`src/rtl/conv_window_addr_gen.sv`:
```
`default_nettype none
// ============================================================================
//  Module      : conv_window_addr_gen
//  Description : Sweeps a pixel index across one frame. For each position it
//                presents KROWS tap addresses, ROW_STRIDE words apart, under a
//                valid/ready handshake. Supports single-shot and continuous
//                frames, synchronous clear and asynchronous reset.
//  Revision    : 1.0 - initial release
// ============================================================================
module conv_window_addr_gen #(
    parameter int ADDR_W     = 16,
    parameter int KROWS      = 5,
    parameter int ROW_STRIDE = 11520,
    parameter int NUM_POS    = 11520,
    parameter int BASE       = 0
) (
    input  logic                      clk,
    input  logic                      reset_n,
    input  logic                      start,
    input  logic                      cont,
    input  logic                      clear,
    input  logic                      addr_ready,
    output logic                      addr_valid,
    output logic [KROWS*ADDR_W-1:0]   addr_bus,
    output logic [ADDR_W-1:0]         pos,
    output logic                      frame_done,
    output logic [7:0]                frame_cnt,
    output logic                      busy
);

    typedef enum logic [0:0] {
        S_IDLE = 1'b0,
        S_RUN  = 1'b1
    } state_t;

    // Index of the final position of a frame.
    localparam logic [ADDR_W-1:0] c_LAST_POS = ADDR_W'(NUM_POS - 1);

    state_t             state_q, state_d;
    logic [ADDR_W-1:0]  pos_q, pos_d;
    logic               frame_done_q, frame_done_d;
    logic [7:0]         frame_cnt_q, frame_cnt_d;

    // State, position and frame bookkeeping registers.
    always_ff @(posedge clk or negedge reset_n) begin
        if (!reset_n) begin
            state_q      <= S_IDLE;
            pos_q        <= '0;
            frame_done_q <= 1'b0;
            frame_cnt_q  <= 8'd0;
        end else begin
            state_q      <= state_d;
            pos_q        <= pos_d;
            frame_done_q <= frame_done_d;
            frame_cnt_q  <= frame_cnt_d;
        end
    end

    // Next-state logic: clear dominates, then start (IDLE) or handshake (RUN).
    always_comb begin
        state_d      = state_q;
        pos_d        = pos_q;
        frame_done_d = 1'b0;
        frame_cnt_d  = frame_cnt_q;

        if (clear) begin
            state_d = S_IDLE;
            pos_d   = '0;
        end else begin
            case (state_q)
                S_IDLE: begin
                    if (start) begin
                        state_d = S_RUN;
                        pos_d   = '0;
                    end
                end
                S_RUN: begin
                    // addr_valid is implied high in RUN, so ready alone
                    // completes the handshake.
                    if (addr_ready) begin
                        if (pos_q == c_LAST_POS) begin
                            frame_done_d = 1'b1;
                            frame_cnt_d  = frame_cnt_q + 8'd1;
                            pos_d        = '0;
                            if (!cont) begin
                                state_d = S_IDLE;
                            end
                        end else begin
                            pos_d = pos_q + 1'b1;
                        end
                    end
                end
                default: begin
                    state_d = S_IDLE;
                    pos_d   = '0;
                end
            endcase
        end
    end

    // Tap addresses: per-tap offsets are elaboration-time constants; the add
    // is done at ADDR_W bits so any carry out is silently discarded (wrap).
    generate
        for (genvar k = 0; k < KROWS; k++) begin : g_tap
            localparam logic [ADDR_W-1:0] c_TAP_OFF = ADDR_W'(BASE + k * ROW_STRIDE);
            assign addr_bus[k*ADDR_W +: ADDR_W] = c_TAP_OFF + pos_q;
        end
    endgenerate

    assign addr_valid = (state_q == S_RUN);
    assign busy       = (state_q == S_RUN);
    assign pos        = pos_q;
    assign frame_done = frame_done_q;
    assign frame_cnt  = frame_cnt_q;

endmodule
`default_nettype wire

```
`config.mk`:
```
export PLATFORM = sky130hd
export DESIGN_NAME = conv_window_addr_gen
export DESIGN_NICKNAME = d
export VERILOG_FILES = /design/src/rtl/conv_window_addr_gen.sv
export SDC_FILE = /design/constraint.sdc
export NUM_CORES = 1
export LEC_CHECK = 0
export CORE_MARGIN = 1.5
export CORE_UTILIZATION = 41
export DETAILED_ROUTE_END_ITERATION = 7
export HOLD_SLACK_MARGIN = 0.12
export PLACE_DENSITY = 0.84
export SETUP_SLACK_MARGIN = 0.5
export SLEW_MARGIN = 10
export SYNTH_ARGS = -nofsm -noshare
export SYNTH_HDL_FRONTEND = slang
export SYNTH_SLANG_ARGS = --single-unit
export TNS_END_PERCENT = 5
```
`constraint.sdc`:
```
create_clock -name clk -period 2.35 [get_ports clk]
set_input_delay 0.47 -clock clk [delete_from_list [all_inputs] [get_ports clk]]
set_output_delay 0.47 -clock clk [all_outputs]
set_load 0.03 [all_outputs]
```
==> summary.md <==
| Metric | Value |
|---|---|
| Outcome | finished, final reports clean |
| Ranking of synthesized cells by area | dfrtp_1 (28%), buf_4 (18%), ha_1 (7.0%), xor2_1 (5.7%), xnor2_1 (4.9%) |
| Total I/O pin count | 113 |
| Hold WS | 0.491 ns |
| GR Overflow Total | 0 |
| Nets | 364 |
| Critical Path Fanout Max | 6 |
| DR iter-0 viols | 238 |
| P&R area growth vs syn | 64.6% |
| RR Endpoint | pos[11] |
| CP Launch Type | flop |
| Commonest non-fill, non-tap cell in the layout | dlymetal6s2s_1 |
| Design Power | 0.841 mW |
| PortBufs | 112 |
| Worst Tran Pin Value | 0.574 ns |
| RSZ-0062 raised after global routing | yes |
| Clock skew | 0.00272 ns |
| First-pass GRT wire length | 10.4 mm |
| Max Clk Rate | 0.426 GHz |
| Crit path DAT | 1.88 ns |
| Via/cell ratio | 5.47 |
| Period utilization | 99.9% |
| Worst reg-to-reg path cell count | 6 |
| Hold endpoint | frame_cnt[7] |
| H-tree levels | 1 |
| Skew-Pair Late Insertion Delay | 0.27 ns |
| Initial antenna violation count | 0 |
| Drc violations | 0 |
| Share of the synthesized area in the top cell type | 28.1% |
| Die footprint | 6110 µm² |
| Worst vdd ir | 0.387 mV |
| CTS tree | done |
| Clock root cell | clkbuf_8 |
| P per Cell Area | 221 nW/µm² |
| Reg-to-reg startpoint | pos[10] |
| Crit path kind | reg2out |
| Hold Crit Depth | 1 |
| Die Y | 78.2 µm |
| Minimum clock period | 2.35 ns |
| Async set-reset flop share out of synthesis | 100% |
| HPWL Detailed | 4.53 mm |
| Cells after synthesis | 266 |
| Most frequent cells in the layout | dlymetal6s2s_1 (79), buf_4 (38), dfrtp_1 (18), a31oi_1 (15) |
| Clock Sinks | 26 |
| Fin area | 3810 µm² |
| Crit path required time | 1.88 ns |
| Clk buf depth | 2 |
| Crit. End Element | output pin |
| R2r setup slk | 0.34 ns |
| Largest net degree at the start of global routing | 27 |
| Routed wire length | 7.05 mm |
| #FFs+latches synth | 26 |
| ANT cells | 0 |
| Routed length per instance | 16.9 µm |
| Core Rows | 27 |
| Yosys warns | 0 |
| Core area | 5470 µm² |
| Ys flop type | dfrtp_1 |
| Gpl congestion | 0.883 |
| Leak pwr | 2.87 nW |
| Vias in the first global route | 2076 |
| Initial Utilization | 42.3% |
| Sequential element share of the synthesized area | 28.1% |
| Post-Syn Area | 2320 µm² |
| Fraction of layout cells with a size suffix above 1 | 32.8% |
| Number of synthesized flops with an enable pin | 0 |
| Syn_area_per_cell | 8.71 µm² |
| Fin. Hold Viols | 0 |
| Rel. slew slack | 61.7% |
| Hold crit path type | reg2reg |
| Post-route ant nets | 0 |
| Final Setup Violations | 0 |
| Maxcap violations | 0 |
| Distinct cells, synth | 43 |
| GR Util All Layers | 20.8% |
| DR vias | 2274 |
| Post-DP Area | 3280 µm² |
| First drt pass iteration count | 6 |
| Chip width | 78.2 µm |
| CTS Buf Count | 3 |
| Cell taking the most area after synthesis | dfrtp_1 |
| Slew Limit Fails | 0 |
| Hold path start | frame_cnt[7] |
| Reg clk slew, reported paths | 0.09 ns |
| Syn Nets | 285 |
logic make-up (layout without fill, tap and decap cells):
logic type                 Yosys count  count (layout)  share of synthesized area (%)
buffers and inverters               77             155                           22.1
and+or+nand+nor                     75              75                           19.3
AOI/OAI and AO/OA                   46              46                           12.4
xor gates and xnor gates            28              28                           10.6
DFF                                 26              26                           28.1
adders and majority gates           13              13                           7.02
muxes                                1               1                          0.486
state kept, by name, indices dropped and copies added (netlist names):
name	cells
pos	16
frame_done	1
frame_cnt	8
addr_valid	1
layer usage:
metal	share of wire (%)	vias to the layer above	wire, µm	track usage, %
li1	-	1029	-	-
met1	40	1066	2790	26.8
met2	50	151	3550	36.2
met3	7.5	28	529	3.26
met4	2.5	0	176	5.54
met5	0	-	0	0
critical path: stages, from the launching register on:
cell and delay [ns]:
dfrtp_2 0.45, clkinvlp_4 0.22, ha_4 0.22, a21oi_4 0.17, a21boi_4 0.09, o21ai_4 0.18, xnor2_4 0.13, buf_6 0.14
area by class of cell:
class / instances / area (µm²)
fill: 390 / 1660
tap: 72 / 90.1
clock buffer: 4 / 55.1
inverter: 8 / 33.8
timing repair buffer: 143 / 1540
sequential: 26 / 661
multi-input combinational: 163 / 1440
how the worst max path moves through the flow:
stage,from,to,cells after the start
after floorplan,pos[10],addr_bus[31],6
after global placement,pos[9],addr_bus[45],4
after detailed placement,pos[9],addr_bus[45],4
after CTS,pos[10],addr_bus[61],7
after global routing,pos[10],addr_bus[31],7
final,pos[10],addr_bus[31],7
where the power goes:
part	leakage, nW	total [mW]	internal, mW	switching (mW)
sequential	0.348	0.455	0.449	0.00572
combinational	2.49	0.0962	0.0368	0.0594
clock	0.0288	0.290	0.150	0.140
total	2.87	0.841	0.636	0.205
timing repair:
item | in CTS | in global routing
pin swaps | 7 | 9
setup buffers | 13 | 0
hold buffers | 0 | 0
endpoints found under the setup margin | 119 | 130
resized for setup | 51 | 133
synth_stat cells (7+ instances only):
library cell / number
nor3_1: 7
o21ai_0: 9
nand3_1: 12
nand2_1: 15
a31oi_1: 15
nor2_1: 7
xor2_1: 15
buf_4: 55
ha_1: 13
buf_2: 7
dfrtp_1: 26
xnor2_1: 13
a21oi_1: 9
inv_1: 8
per-stage QoR:
step / TNS (ns) / util (%) / worst slack [ns] / cells
final: 0 / 69.7 / 0.00170 / 416
after global routing: -0.342 / 69.7 / -0.0828 / 416
after CTS: 0 / 64.4 / 0.0762 / 416
after detailed placement: 0 / 59.9 / 0.160 / 399
after global placement: 0 / 59.9 / 0.177 / 399
after floorplan: 0 / - / 0.000299 / 266
Power figures use the tool's default switching activity.
